[src/rtl/a25_wb_burst_arbiter.sv]
// a25_wb_burst_arbiter: round-robin owner of the a25 Wishbone master port.
//
// Grants one of N_REQ internal requesters at a time and sequences a single
// beat or a 4-beat incrementing burst for it. Addresses and data are muxed
// outside this block using o_grant and o_beat. A requester may hold the bus
// across back-to-back transfers (swap) with i_req_lock. A transfer that
// stalls for TIMEOUT strobe cycles is aborted.
//
// Ports
//   i_clk          system clock, rising edge
//   quick_n_reset  asynchronous active-low reset
//   i_req          per-requester request, held until o_req_done
//   i_req_burst    1 = 4-beat burst, 0 = single beat
//   i_req_we       1 = write
//   i_req_lock     keep bus ownership after this transfer
//   o_grant        one-hot owner, zero when the bus is free
//   o_req_done     one-cycle pulse to the owner when its transfer ends
//   o_req_err      qualifies o_req_done: ended by i_wb_err or timeout
//   o_wb_cyc       Wishbone cycle
//   o_wb_stb       Wishbone strobe
//   o_wb_we        Wishbone write enable
//   o_wb_cti       3'b010 incrementing beat, 3'b111 last/single beat
//   o_beat         current beat index
//   i_wb_ack       slave acknowledge
//   i_wb_err       slave error
//   o_timeout      one-cycle pulse on watchdog abort
module a25_wb_burst_arbiter #(
    parameter int N_REQ   = 3,
    parameter int TIMEOUT = 1000,
    parameter int TO_W    = 10
) (
    input  logic             i_clk,
    input  logic             quick_n_reset,
    input  logic [N_REQ-1:0] i_req,
    input  logic [N_REQ-1:0] i_req_burst,
    input  logic [N_REQ-1:0] i_req_we,
    input  logic [N_REQ-1:0] i_req_lock,
    output logic [N_REQ-1:0] o_grant,
    output logic [N_REQ-1:0] o_req_done,
    output logic             o_req_err,
    output logic             o_wb_cyc,
    output logic             o_wb_stb,
    output logic             o_wb_we,
    output logic [2:0]       o_wb_cti,
    output logic [1:0]       o_beat,
    input  logic             i_wb_ack,
    input  logic             i_wb_err,
    output logic             o_timeout
);
    localparam int PW = (N_REQ > 1) ? $clog2(N_REQ) : 1;

    typedef enum logic [1:0] {IDLE, XFER, GAP} state_t;

    state_t            r_state, w_state;
    logic [PW-1:0]     r_ptr, w_ptr;
    logic [N_REQ-1:0]  r_grant, w_grant;
    logic [N_REQ-1:0]  r_done, w_done;
    logic              r_err, w_err;
    logic              r_cyc, w_cyc;
    logic              r_stb, w_stb;
    logic              r_we, w_we;
    logic              r_burst, w_burst;
    logic              r_lock, w_lock;
    logic [2:0]        r_cti, w_cti;
    logic [1:0]        r_beat, w_beat;
    logic              r_to, w_to;
    logic [TO_W-1:0]   r_wdog, w_wdog;

    logic [PW-1:0]     w_pick, w_ptr_nxt;
    logic [PW:0]       w_d, w_best;
    logic [N_REQ-1:0]  w_pick_oh;
    logic              w_last, w_wd_hit, w_own_lock;

    // Round-robin pick: requester with the smallest forward distance from r_ptr.
    always_comb begin
        w_pick = '0;
        w_best = '1;
        w_d    = '0;
        for (int i = 0; i < N_REQ; i++) begin
            w_d = (PW'(i) >= r_ptr) ? {1'b0, PW'(i) - r_ptr}
                                    : {1'b0, PW'(i)} + (PW+1)'(N_REQ) - {1'b0, r_ptr};
            if (i_req[i] && w_d < w_best) begin
                w_best = w_d;
                w_pick = PW'(i);
            end
        end
    end

    assign w_pick_oh  = N_REQ'(1) << w_pick;
    assign w_ptr_nxt  = (w_pick == PW'(N_REQ-1)) ? '0 : w_pick + PW'(1);
    assign w_last     = r_burst ? (r_beat == 2'd3) : 1'b1;
    // An ack in the very cycle the count would reach TIMEOUT still counts as a beat.
    assign w_wd_hit   = (r_wdog == TO_W'(TIMEOUT-1)) && !i_wb_ack;
    assign w_own_lock = |(i_req_lock & r_grant);

    always_comb begin
        w_state = r_state;
        w_ptr   = r_ptr;
        w_grant = r_grant;
        w_done  = '0;
        w_err   = 1'b0;
        w_cyc   = r_cyc;
        w_stb   = r_stb;
        w_we    = r_we;
        w_burst = r_burst;
        w_lock  = r_lock;
        w_beat  = r_beat;
        w_to    = 1'b0;
        w_wdog  = '0;
        unique case (r_state)
            IDLE: begin
                if (|i_req) begin
                    w_state = XFER;
                    w_grant = w_pick_oh;
                    w_cyc   = 1'b1;
                    w_stb   = 1'b1;
                    w_we    = |(i_req_we & w_pick_oh);
                    w_burst = |(i_req_burst & w_pick_oh);
                    w_beat  = 2'd0;
                    w_ptr   = w_ptr_nxt;
                end
            end
            XFER: begin
                if (i_wb_err || w_wd_hit) begin
                    // Abort always releases the bus, even under lock.
                    w_state = GAP;
                    w_stb   = 1'b0;
                    w_cyc   = 1'b0;
                    w_grant = '0;
                    w_done  = r_grant;
                    w_err   = 1'b1;
                    w_to    = !i_wb_err;
                    w_lock  = 1'b0;
                    w_beat  = 2'd0;
                end else if (i_wb_ack) begin
                    w_beat = w_last ? 2'd0 : r_beat + 2'd1;
                    if (w_last) begin
                        w_state = GAP;
                        w_stb   = 1'b0;
                        w_lock  = w_own_lock;
                        w_cyc   = w_own_lock;
                        w_grant = w_own_lock ? r_grant : '0;
                        w_done  = r_grant;
                    end
                end else begin
                    w_wdog = r_wdog + TO_W'(1);
                end
            end
            GAP: begin
                if (r_lock && |(i_req & r_grant)) begin
                    // Locked continuation: same owner, fresh attributes, no arbitration.
                    w_state = XFER;
                    w_stb   = 1'b1;
                    w_we    = |(i_req_we & r_grant);
                    w_burst = |(i_req_burst & r_grant);
                    w_beat  = 2'd0;
                end else begin
                    w_state = IDLE;
                    w_cyc   = 1'b0;
                    w_grant = '0;
                end
                w_lock = 1'b0;
            end
            default: w_state = IDLE;
        endcase
        w_cti = (w_state == XFER && w_burst && w_beat != 2'd3) ? 3'b010 : 3'b111;
    end

    always_ff @(posedge i_clk or negedge quick_n_reset) begin
        if (!quick_n_reset) begin
            r_state <= IDLE;
            r_ptr   <= '0;
            r_grant <= '0;
            r_done  <= '0;
            r_err   <= 1'b0;
            r_cyc   <= 1'b0;
            r_stb   <= 1'b0;
            r_we    <= 1'b0;
            r_burst <= 1'b0;
            r_lock  <= 1'b0;
            r_cti   <= 3'b111;
            r_beat  <= 2'd0;
            r_to    <= 1'b0;
            r_wdog  <= '0;
        end else begin
            r_state <= w_state;
            r_ptr   <= w_ptr;
            r_grant <= w_grant;
            r_done  <= w_done;
            r_err   <= w_err;
            r_cyc   <= w_cyc;
            r_stb   <= w_stb;
            r_we    <= w_we;
            r_burst <= w_burst;
            r_lock  <= w_lock;
            r_cti   <= w_cti;
            r_beat  <= w_beat;
            r_to    <= w_to;
            r_wdog  <= w_wdog;
        end
    end

    assign o_grant    = r_grant;
    assign o_req_done = r_done;
    assign o_req_err  = r_err;
    assign o_wb_cyc   = r_cyc;
    assign o_wb_stb   = r_stb;
    assign o_wb_we    = r_we;
    assign o_wb_cti   = r_cti;
    assign o_beat     = r_beat;
    assign o_timeout  = r_to;

endmodule
[config.mk]
export PLATFORM = sky130hd
export DESIGN_NAME = a25_wb_burst_arbiter
export DESIGN_NICKNAME = d
export VERILOG_FILES = /design/src/rtl/a25_wb_burst_arbiter.sv
export SDC_FILE = /design/constraint.sdc
export NUM_CORES = 1
export LEC_CHECK = 0
export BUFFER_PORTS_ARGS = -buffer_cell sky130_fd_sc_hd__buf_2
export CAP_MARGIN = 15
export CORE_MARGIN = 4
export CORE_UTILIZATION = 50
export CTS_CLUSTER_DIAMETER = 100
export DETAILED_ROUTE_END_ITERATION = 10
export GPL_TIMING_DRIVEN = 0
export PLACE_DENSITY = 0.76
export SLEW_MARGIN = 20
export SYNTH_ARGS = -nofsm -noshare
export SYNTH_HDL_FRONTEND = slang
export SYNTH_SLANG_ARGS = --single-unit
export TNS_END_PERCENT = 50
[constraint.sdc]
create_clock -name i_clk -period 4.2 [get_ports i_clk]
set_clock_uncertainty 0.2 [all_clocks]
set_input_delay 0.21 -clock i_clk [delete_from_list [all_inputs] [get_ports i_clk]]
set_output_delay 0.21 -clock i_clk [all_outputs]
set_load 0.05 [all_outputs]
==> metrics.csv, run 1 <==
metric,value,unit
GRT Max-Usage Layer,met2,
Reg2Reg Setup Slack,0.83,ns
met3 Track Usage GR,0.0454,
CP Capture Type,register,
initial antenna violation count,0,
Initial Utilization,0.533,
Finished Layout Cells,273,
Rel. slew slack,0.513,
Avg Vias per Cell,5.66,
Mean Syn Cell Area,9.71,um^2
peak supply drop,0.440,mV
grt total ovfl,0,
Final min period,3.37,ns
final instance area,2170,um^2
Filler cells,283,
cells after synthesis,189,
fin util,0.629,
sequential area share after synthesis,0.410,
WHS,0.0315,ns
TNS Setup,0,ns
port bufs,30,
Starting DRT DRC Count,106,
Clock Latency Late Sink,0.28,ns
Worst-path clk slew,0.06,ns
crit path launch type,register,
cells along the critical path,inv_1 -> ha_1 -> nor3b_1 -> ha_1 -> nand2_1 -> nand2_1 -> o21ai_0 -> o31ai_1 -> ha_1 -> a211oi_1 -> o21ai_0 -> and4_1 -> o31ai_2 -> o2111ai_1,
top_reg_cell synth,dfrtp_1,
I/O pin count,32,
detailed-placement wirelength estimate,3060,um
CTS resizes,0,
placed cells,265,
largest net degree at the start of global routing,31,
router iterations before antenna repair,4,
Final Hold Fails,0,
routability congestion estimate,0.838,
Routed WL per cell,14.7,um
Placeable Area,3440,um^2
Pwr per Cell Area,658,nW/um^2
Clock Root Buffer,clkbuf_8,
die width,68.6,um
CP arrival,3.35,ns
Post-synth EDFFs,0,
Nets,258,
fin. max-slew vios,0,
DRC,0,
"Slowest-stage cell, CP",dfrtp_1,
first-pass GRT wire length,6890,um
All-Layer GR Usage,0.201,
num rows,21,
WHS Endpoint,o_wb_we$_DFFE_PN0P_,
vias in the first global route,1517,
final worst-path cycle share,0.801,
die area,4700,um^2
WS Path Type,reg -> reg,
RSZ-0062 raised after global routing,false,
Num CTS Buffers,5,
Bufs and invs on worst path,1,
min-delay src,i_req_we[2],
maxcap violations,0,
# diodes,0,
most frequent cells in the layout,"31 x buf_2, 29 x dfrtp_1, 21 x nor2_1",
Netlist cell types,50,
Seq cells post-synth,30,
"commonest non-fill, non-tap cell in the layout",buf_2,
Vias,1546,
WP data required,4.18,ns
static leakage,1.02,nW
yosys warns,0,
Post-DRT Antenna Nets,0,
Sink Count,30,
Area after DPL,2040,um^2
top cell family by delay on the critical path,compound AO/OA/AOI/OAI gates,
met2 Use GR,0.321,
Hold Path Cell Cnt,3,
"slowest stage delay, CP",0.41,ns
routed wire length,4020,um
Crit path top cell by count,ha_1,
ys async rst share,1.00,
GR Layer Usage met1,0.263,
R2R cell count,14,
syn_nets,220,
outcome,"complete, no violations",
mapped cell area,1840,um^2
FF-to-FF Start,r_ptr[1]$_DFFE_PN0P_,
CTS tree,done,
f_max,297,MHz
Hold WC Path Type,in -> reg,
layout cell share with drive strength beyond 1,0.225,
Synth-to-Final Area Change,18.0,%
endpoint of the worst register-to-register path,o_wb_cti[0]$_DFF_PN1_,
number of H-tree levels,2,
"Max FO, Critical Path",6,
DIE HEIGHT,68.6,um
clk buf depth,2,
Setup-failing EPs final,0,
Worst-Margin Slew,0.724,ns
cell usage after synthesis, types with 3 or more instances:
cell / instances / area, um^2
nand2b_1: 5 / 31.3
dfrtp_1: 29 / 726
a22o_1: 3 / 26.3
a222oi_1: 4 / 40.0
ha_1: 15 / 188
o21ai_0: 8 / 40.0
inv_1: 11 / 41.3
a31oi_1: 3 / 18.8
o31ai_1: 6 / 45.0
and2_1: 4 / 25.0
a21oi_1: 10 / 50.1
nand2_1: 10 / 37.5
nand4_1: 4 / 25.0
nor2_1: 21 / 78.8
xor2_1: 6 / 52.6
nand3_1: 6 / 30.0
worst max-delay path by stage:
stage,start,endpoint,slack [ns],depth (start not counted)
detailed placement,r_ptr[1]$_DFFE_PN0P_,o_wb_cti[0]$_DFF_PN1_,0.86,13
finish,r_ptr[1]$_DFFE_PN0P_,o_wb_cti[0]$_DFF_PN1_,0.83,14
global route,r_ptr[1]$_DFFE_PN0P_,o_wb_cti[0]$_DFF_PN1_,0.44,14
global placement,r_ptr[1]$_DFFE_PN0P_,o_wb_cti[0]$_DFF_PN1_,0.89,14
floorplan,r_ptr[1]$_DFFE_PN0P_,r_ptr[1]$_DFFE_PN0P_,1.27,14
CTS,r_ptr[1]$_DFFE_PN0P_,o_wb_cti[0]$_DFF_PN1_,0.84,14
sequential cells by signal, summed over array words and instances (netlist names), 2 cells and up:
register	count
r_state	2
r_wdog	10
o_req_done	3
o_beat	2
r_ptr	2
o_grant	3
worst register-to-register path: stages, from the launching register on:
cell       delay [ns]
dfrtp_1          0.41
inv_1            0.14
ha_1             0.23
nor3b_1          0.24
ha_1             0.30
nand2_1          0.14
nand2_1          0.15
o21ai_0          0.19
o31ai_1          0.10
ha_1             0.31
a211oi_1         0.16
o21ai_0          0.11
and4_1           0.20
o31ai_2          0.23
o2111ai_1        0.17
layer usage:
metal	vias up	wire [um]
li1	764	-
met1	725	1840
met2	50	1850
met3	7	266
met4	0	62
met5	-	0
per-stage QoR:
step / worst slack, ns / power (W)
floorplan: 1.27 / 0.000956
global placement: 0.887 / 0.00111
detailed placement: 0.863 / 0.00113
CTS: 0.835 / 0.00142
global route: 0.442 / 0.00153
finish: 0.835 / 0.00142
what timing repair did:
item                                   in CTS  in global routing
setup buffers                               0                  0
hold buffers                                1                  0
endpoints found under the hold margin      29                  0
kinds of logic after synthesis:
family / synth area share
compound gates: 0.183
xor+xnor: 0.0382
fa+ha+maj: 0.102
buf+inv: 0.0334
flops: 0.410
mux: 0.0232
other cells: 0.00204
simple gates: 0.208
power by group:
| group | total, W | switching [W] | internal [W] | leakage (nW) |
|---|---|---|---|---|
| clock network | 0.000295 | 0.000106 | 0.000190 | 0.0573 |
| registers | 0.000413 | 0.0000589 | 0.000354 | 0.394 |
| logic | 0.000716 | 0.000462 | 0.000254 | 0.565 |
cell type report:
cell class / instances / area [um^2] / area share
buffer: 3 / 20.0 / 0.00924
clock buffer: 6 / 82.6 / 0.0381
clock inverter: 1 / 30.0 / 0.0139
inverter: 11 / 41.3 / 0.0191
multi-input combinational: 145 / 1020 / 0.472
sequential: 30 / 752 / 0.347
tap: 46 / 57.6 / 0.0266
timing repair buffer: 31 / 160 / 0.0739
Power figures use the tool's default switching activity.
==> run 2, diff against run 1 <==
--- a/config.mk
+++ b/config.mk
@@ -5,6 +5,7 @@
 export SDC_FILE = /design/constraint.sdc
 export NUM_CORES = 1
 export LEC_CHECK = 0
+export ABC_AREA = 1
 export BUFFER_PORTS_ARGS = -buffer_cell sky130_fd_sc_hd__buf_2
 export CAP_MARGIN = 15
 export CORE_MARGIN = 4
==> constraint.sdc (replaced) <==
create_clock -name i_clk -period 3.2 [get_ports i_clk]
set_clock_uncertainty 0.2 [all_clocks]
set_input_delay 0.16 -clock i_clk [delete_from_list [all_inputs] [get_ports i_clk]]
set_output_delay 0.16 -clock i_clk [all_outputs]
set_load 0.05 [all_outputs]
==> metrics.csv, run 2 <==
metric,value,unit,change
Seq pwr share,0.284,,-0.006
Seq cells post-synth,30,,unchanged
RSZ-0062 raised after global routing,false,,
WHS,0.0351,ns,+0.00358 ns
mapped cell area,1920,um^2,+4.8%
CP arrival,2.95,ns,-0.40 ns
DRC,0,,unchanged
most common cell in the netlist,nand2_1,,
Num CTS Buffers,5,,unchanged
clock power share,0.170,,-0.037
"top cells by count, synth","54 x nand2_1, 38 x inv_1, 29 x dfrtp_1",,
CP Capture Type,register,,
sequential area share after synthesis,0.391,,-0.0187
WP data required,3.18,ns,-1.00 ns
Switching Fraction,0.484,,+0.0439
router iterations before antenna repair,5,,+1
routability congestion estimate,0.858,,+2.4%
grt total ovfl,0,,unchanged
fin. max-slew vios,0,,unchanged
crit path launch type,register,,
peak supply drop,0.486,mV,+10%
num rows,22,,+4.8%
Area after DPL,2130,um^2,+4.4%
detailed-placement wirelength estimate,3140,um,+2.4%
Avg Vias per Cell,4.92,,-13%
Initial Utilization,0.521,,-0.0119
DIE HEIGHT,70.0,um,+2.1%
WS Path Type,reg -> reg,,
clk buf depth,2,,unchanged
I/O pin count,32,,unchanged
Clock Latency Late Sink,0.29,ns,about the same
static leakage,1.20,nW,+18%
port bufs,30,,unchanged
Post-synth EDFFs,0,,unchanged
TNS Setup,0,ns,unchanged
Routed WL per cell,11.9,um,-19%
die area,4900,um^2,+4.2%
Netlist cell types,33,,-34%
Largest register FFs,10,,unchanged
CTS tree,done,,
final worst-path cycle share,0.929,,+0.127
maxcap violations,0,,unchanged
P_int,0.000972,W,+22%
Post-DRT Antenna Nets,0,,unchanged
combinational power share,0.546,,+0.043
Pwr Total,0.00188,W,+32%
largest cells by area after synthesis,"dfrtp_1 38%, nand2_1 11%, ha_1 9.8%",,
switching pwr,0.000912,W,+45%
Synth area leader,dfrtp_1,,
most frequent cells in the layout,"54 x nand2_1, 37 x inv_1, 30 x buf_2",,
Final min period,2.97,ns,-0.394 ns
Final Hold Fails,0,,unchanged
cells after synthesis,246,,+30%
vias in the first global route,1606,,+5.9%
Placeable Area,3690,um^2,+7.2%
All-Layer GR Usage,0.172,,-0.0286
Clock Root Buffer,clkbuf_8,,
Pwr per Cell Area,832,nW/um^2,+26%
Worst-Margin Slew,0.651,ns,-0.0737 ns
initial antenna violation count,0,,unchanged
Vias,1648,,+6.6%
first-pass GRT wire length,6750,um,-2.1%
"Max FO, Critical Path",6,,unchanged
routed wire length,3980,um,-0.95%
final instance area,2260,um^2,+4.6%
top_reg_cell synth,dfrtp_1,,
largest net degree at the start of global routing,31,,unchanged
Largest Register,r_wdog,,
die width,70.0,um,+2.1%
Starting DRT DRC Count,39,,-63%
Rel. slew slack,0.566,,+0.0533
number of H-tree levels,2,,unchanged
Sink Count,30,,unchanged
# diodes,0,,unchanged
layout cell share with drive strength beyond 1,0.240,,+0.0157
top cell type's share of synthesized area,0.377,,-0.0180
Worst-path clk slew,0.07,ns,about the same
Mean Syn Cell Area,7.82,um^2,-20%
Setup-failing EPs final,0,,unchanged
Synth-to-Final Area Change,17.8,%,
yosys warns,0,,unchanged
outcome,"complete, no violations",,
Nets,317,,+23%
"commonest non-fill, non-tap cell in the layout",nand2_1,,
Hold WC Path Type,in -> reg,,
f_max,337,MHz,+13%
ys async rst share,1.00,,unchanged
syn_nets,277,,+26%
-- run 2: cell count changes after synthesis, sizes merged, moves of 5 or more --
cell    previous run  this run
nand2             11        63
nand2b             5         0
nand3              7        21
o31ai              7         1
nor2              21        31
inv               11        41
-- run 2: path summary, 6_finish.rpt --
| check | from | to | slack [ns] | cells after the start |
|---|---|---|---|---|
| worst max-delay path | r_ptr[0]$_DFFE_PN0P_ | o_wb_we$_DFFE_PN0P_ | 0.23 | 20 |
| worst min-delay path | i_req_we[0] | o_wb_we$_DFFE_PN0P_ | 0.04 | 5 |
| worst max register to register | r_ptr[0]$_DFFE_PN0P_ | o_wb_we$_DFFE_PN0P_ | 0.23 | 20 |
| worst min register to register | o_wb_we$_DFFE_PN0P_ | o_wb_we$_DFFE_PN0P_ | 0.29 | 2 |
| max in group asynchronous | quick_n_reset | r_wdog[3]$_DFF_PN0_ | 2.14 | 2 |
| min in group asynchronous | quick_n_reset | r_lock$_DFFE_PN0P_ | 0.23 | 2 |
-- run 2: final cells by class --
type | instances | area [um^2]
clock inverter | 2 | 12.5
inverter | 41 | 154
timing repair buffer | 33 | 178
sequential | 30 | 752
buffer | 2 | 15.0
tap | 48 | 60.1
clock buffer | 6 | 82.6
multi-input combinational | 173 | 1010
fill | 348 | 1420
-- run 2: stage by stage --
step / setup slack [ns] / instances / util
floorplan: 0.523 / 246 / -
global route: 0.00692 / 335 / 0.614
finish: 0.229 / 335 / 0.614
global placement: 0.256 / 324 / 0.578
detailed placement: 0.143 / 324 / 0.578
CTS: 0.129 / 334 / 0.610
-- run 2: power by group through the flow --
stage | Sequential, W | Clock [W] | Combinational (W)
after floorplan | 0.000686 | 0 | 0.000641
after global placement | 0.000539 | 0 | 0.000982
after detailed placement | 0.000541 | 0 | 0.00101
after CTS | 0.000534 | 0.000327 | 0.00102
after global routing | 0.000547 | 0.000346 | 0.00116
final | 0.000535 | 0.000319 | 0.00103
-- run 2: critical path, cell delays in order, from the launching register on --
cell      delay, ns
dfrtp_1        0.42
inv_1          0.14
ha_1           0.16
nand2_1        0.05
nor2_1         0.10
ha_1           0.25
nand2_1        0.06
inv_1          0.05
nor2_4         0.11
nand2_4        0.09
nand2_1        0.06
o21ai_0        0.08
ha_1           0.20
a21oi_2        0.14
o21a_1         0.15
a21boi_4       0.26
nor2_2         0.08
nand2_1        0.06
nand3b_1       0.07
nand2_1        0.08
nand2_1        0.05
-- run 2: per-layer routing --
| metal | global-route usage | vias to the layer above | part of all wire |
|---|---|---|---|
| met5 | 0 | - | 0 |
| met1 | 0.198 | 756 | 0.43 |
| li1 | - | 862 | - |
| met2 | 0.304 | 26 | 0.52 |
| met4 | 0.0574 | 0 | 0.012 |
| met3 | 0.0489 | 4 | 0.033 |
-- run 2: cells by family (layout without fill, tap and decap cells) --
group,Yosys count,count (layout),share of synthesized area
adders and majority gates,15,15,0.0976
DFF,30,30,0.391
buffers and inverters,43,84,0.0878
xor gates and xnor gates,4,4,0.0182
other,1,1,0.00195
AOI/OAI and AO/OA,29,29,0.0995
and+or+nand+nor,124,124,0.304
-- run 2: timing repair --
action	CTS	global route
resized for setup	0	4
setup buffers	0	1
setup endpoints to repair	0	7
hold buffers	2	0
hold endpoints to repair	30	0
==> run 3, diff against run 2 <==
--- a/config.mk
+++ b/config.mk
@@ -12,7 +12,6 @@
 export CORE_UTILIZATION = 50
 export CTS_CLUSTER_DIAMETER = 100
 export DETAILED_ROUTE_END_ITERATION = 10
-export GPL_TIMING_DRIVEN = 0
 export PLACE_DENSITY = 0.76
 export SLEW_MARGIN = 20
 export SYNTH_ARGS = -nofsm -noshare
==> metrics.csv, run 3 (synthesis gave the netlist of run 2 again) <==
metric,value,unit,change
number of H-tree levels,2,,unchanged
Num CTS Buffers,5,,unchanged
Largest Register,r_wdog,,
vias in the first global route,1464,,-8.8%
Vias,1593,,-3.3%
f_max,342,MHz,+1.6%
Clock Latency Late Sink,0.28,ns,about the same
router iterations before antenna repair,4,,-1
first-pass GRT wire length,6510,um,-3.5%
routability congestion estimate,0.846,,-1.5%
fin. max-slew vios,0,,unchanged
CP arrival,2.95,ns,about the same
initial antenna violation count,0,,unchanged
Final min period,2.92,ns,-0.0474 ns
port bufs,30,,unchanged
Largest register FFs,10,,unchanged
All-Layer GR Usage,0.165,,-0.00695
RSZ-0062 raised after global routing,false,,
routed wire length,3800,um,-4.7%
TNS Setup,0,ns,unchanged
fin util,0.607,,-0.00746
Multi-input gate area,1000,um^2,-0.87%
detailed-placement wirelength estimate,2930,um,-6.6%
Rel. slew slack,0.577,,+0.0113
CTS tree,done,,
I/O pin count,32,,unchanged
peak supply drop,0.636,mV,+31%
Clock Root Buffer,clkbuf_8,,
num rows,22,,unchanged
Initial Utilization,0.521,,unchanged
"slowest stage delay, CP",0.41,ns,about the same
Worst-path clk slew,0.07,ns,about the same
outcome,"complete, no violations",,
Filler cells,340,,-2.3%
Pwr per Cell Area,829,nW/um^2,-0.36%
DRC,0,,unchanged
Setup-failing EPs final,0,,unchanged
Worst-Margin Slew,0.634,ns,-0.0169 ns
Placeable Area,3690,um^2,unchanged
final worst-path cycle share,0.914,,-0.0148
WS Path Type,reg -> reg,,
die width,70.0,um,unchanged
die area,4900,um^2,unchanged
Hold WC Path Type,in -> reg,,
FF+latch area,752,um^2,unchanged
# diodes,0,,unchanged
clk buf depth,2,,unchanged
Final Hold Fails,0,,unchanged
layout cell share with drive strength beyond 1,0.221,,-0.0194
maxcap violations,0,,unchanged
Routed WL per cell,11.4,um,-4.1%
static leakage,1.19,nW,-0.67%
Bufs and invs on worst path,3,,+1
grt total ovfl,0,,unchanged
Avg Vias per Cell,4.78,,-2.8%
"commonest non-fill, non-tap cell in the layout",nand2_1,,
cells along the critical path,inv_1 -> ha_1 -> nand2_1 -> nor2_1 -> ha_1 -> nand2_1 -> inv_1 -> nor2_4 -> nand2_4 -> nand2_1 -> o21ai_0 -> ha_1 -> inv_1 -> nor2_1 -> a21boi_4 -> nor2_1 -> nand2_1 -> nand3b_1 -> nand2_1 -> nand2_1,,
Nets,315,,-0.63%
final worst setup slack,0.276,ns,+0.0474 ns
Sink Count,30,,unchanged
Synth-to-Final Area Change,16.3,%,
crit path launch type,register,,
Post-DRT Antenna Nets,0,,unchanged
"Max FO, Critical Path",6,,unchanged
Crit path top cell by count,nand2_1,,
CP Capture Type,register,,
DIE HEIGHT,70.0,um,unchanged
post-place setup slack,0.278,ns,+0.135 ns
Starting DRT DRC Count,27,,-31%
most frequent cells in the layout,"54 x nand2_1, 37 x inv_1, 30 x buf_2",,
largest net degree at the start of global routing,31,,unchanged
WP data required,3.23,ns,+0.05 ns
top cell family by delay on the critical path,simple AND/OR/NAND/NOR gates,,
"Slowest-stage cell, CP",dfrtp_1,,
==> run 3: cell types whose count changed in the layout (fill, tap and decap cells not counted) <==
| cell | before | now |
|---|---|---|
| buf_4 | 3 | 1 |
| nor2_1 | 26 | 28 |
| nor2_2 | 4 | 2 |
| a21oi_1 | 7 | 8 |
| a21oi_2 | 2 | 1 |
| clkbuf_1 | 0 | 1 |
| clkinvlp_4 | 1 | 0 |
==> run 3: final timing paths <==
| path | slack [ns] | end | cells after the start | from |
|---|---|---|---|---|
| min in group asynchronous | 0.23 | o_wb_we$_DFFE_PN0P_ | 2 | quick_n_reset |
| max reg2reg | 0.28 | o_wb_we$_DFFE_PN0P_ | 20 | r_ptr[0]$_DFFE_PN0P_ |
| max in group asynchronous | 2.16 | r_wdog[7]$_DFF_PN0_ | 2 | quick_n_reset |
| max | 0.28 | o_wb_we$_DFFE_PN0P_ | 20 | r_ptr[0]$_DFFE_PN0P_ |
| min reg2reg | 0.29 | o_wb_we$_DFFE_PN0P_ | 2 | o_wb_we$_DFFE_PN0P_ |
| min | 0.01 | o_wb_we$_DFFE_PN0P_ | 5 | i_req_we[1] |
==> run 3: timing repair <==
item | in CTS | in global routing
endpoints found under the hold margin | 30 | 0
setup buffers | 0 | 1
hold buffers | 2 | 0
gates resized for setup | 0 | 1
endpoints found under the setup margin | 0 | 1
==> run 3: layout make-up <==
class,count,area share
Clock inverter,1,0.00224
Multi-Input combinational cell,173,0.448
Timing Repair Buffer,33,0.0794
Sequential cell,30,0.336
Tap cell,48,0.0268
Inverter,41,0.0688
Clock buffer,7,0.0386
==> run 3: through the flow <==
step                      instances  area (um^2)  power (W)  hold slack [ns]
final                           333         2240    0.00185          0.00987
after global routing            333         2240    0.00201           0.0542
after CTS                       332         2230    0.00186          0.00249
after detailed placement        322         2120    0.00153           0.0304
after global placement          322         2120    0.00153           0.0266
after floorplan                 246         1920    0.00133           -0.336
==> run 3: layer usage <==
metal / global-route usage / part of all wire / vias up
li1: - / - / 850
met1: 0.219 / 0.47 / 721
met2: 0.267 / 0.48 / 14
met3: 0.0388 / 0.030 / 8
met4: 0.0511 / 0.015 / 0
met5: 0 / 0 / -
==> run 3: worst register-to-register path, stage by stage, from the launching register on <==
cell      delay [ns]
dfrtp_1         0.41
inv_1           0.14
ha_1            0.16
nand2_1         0.05
nor2_1          0.09
ha_1            0.24
nand2_1         0.06
inv_1           0.06
nor2_4          0.11
nand2_4         0.09
nand2_1         0.06
o21ai_0         0.07
ha_1            0.27
inv_1           0.03
nor2_1          0.21
a21boi_4        0.11
nor2_1          0.23
nand2_1         0.08
nand3b_1        0.09
nand2_1         0.05
nand2_1         0.05
==> run 3: report_power, final <==
group          switching, W  leakage [nW]  total, W  internal, W
Combinational      0.000679         0.747   0.00100     0.000324
Clock              0.000142        0.0482  0.000315     0.000173
Sequential        0.0000711         0.396  0.000536     0.000465
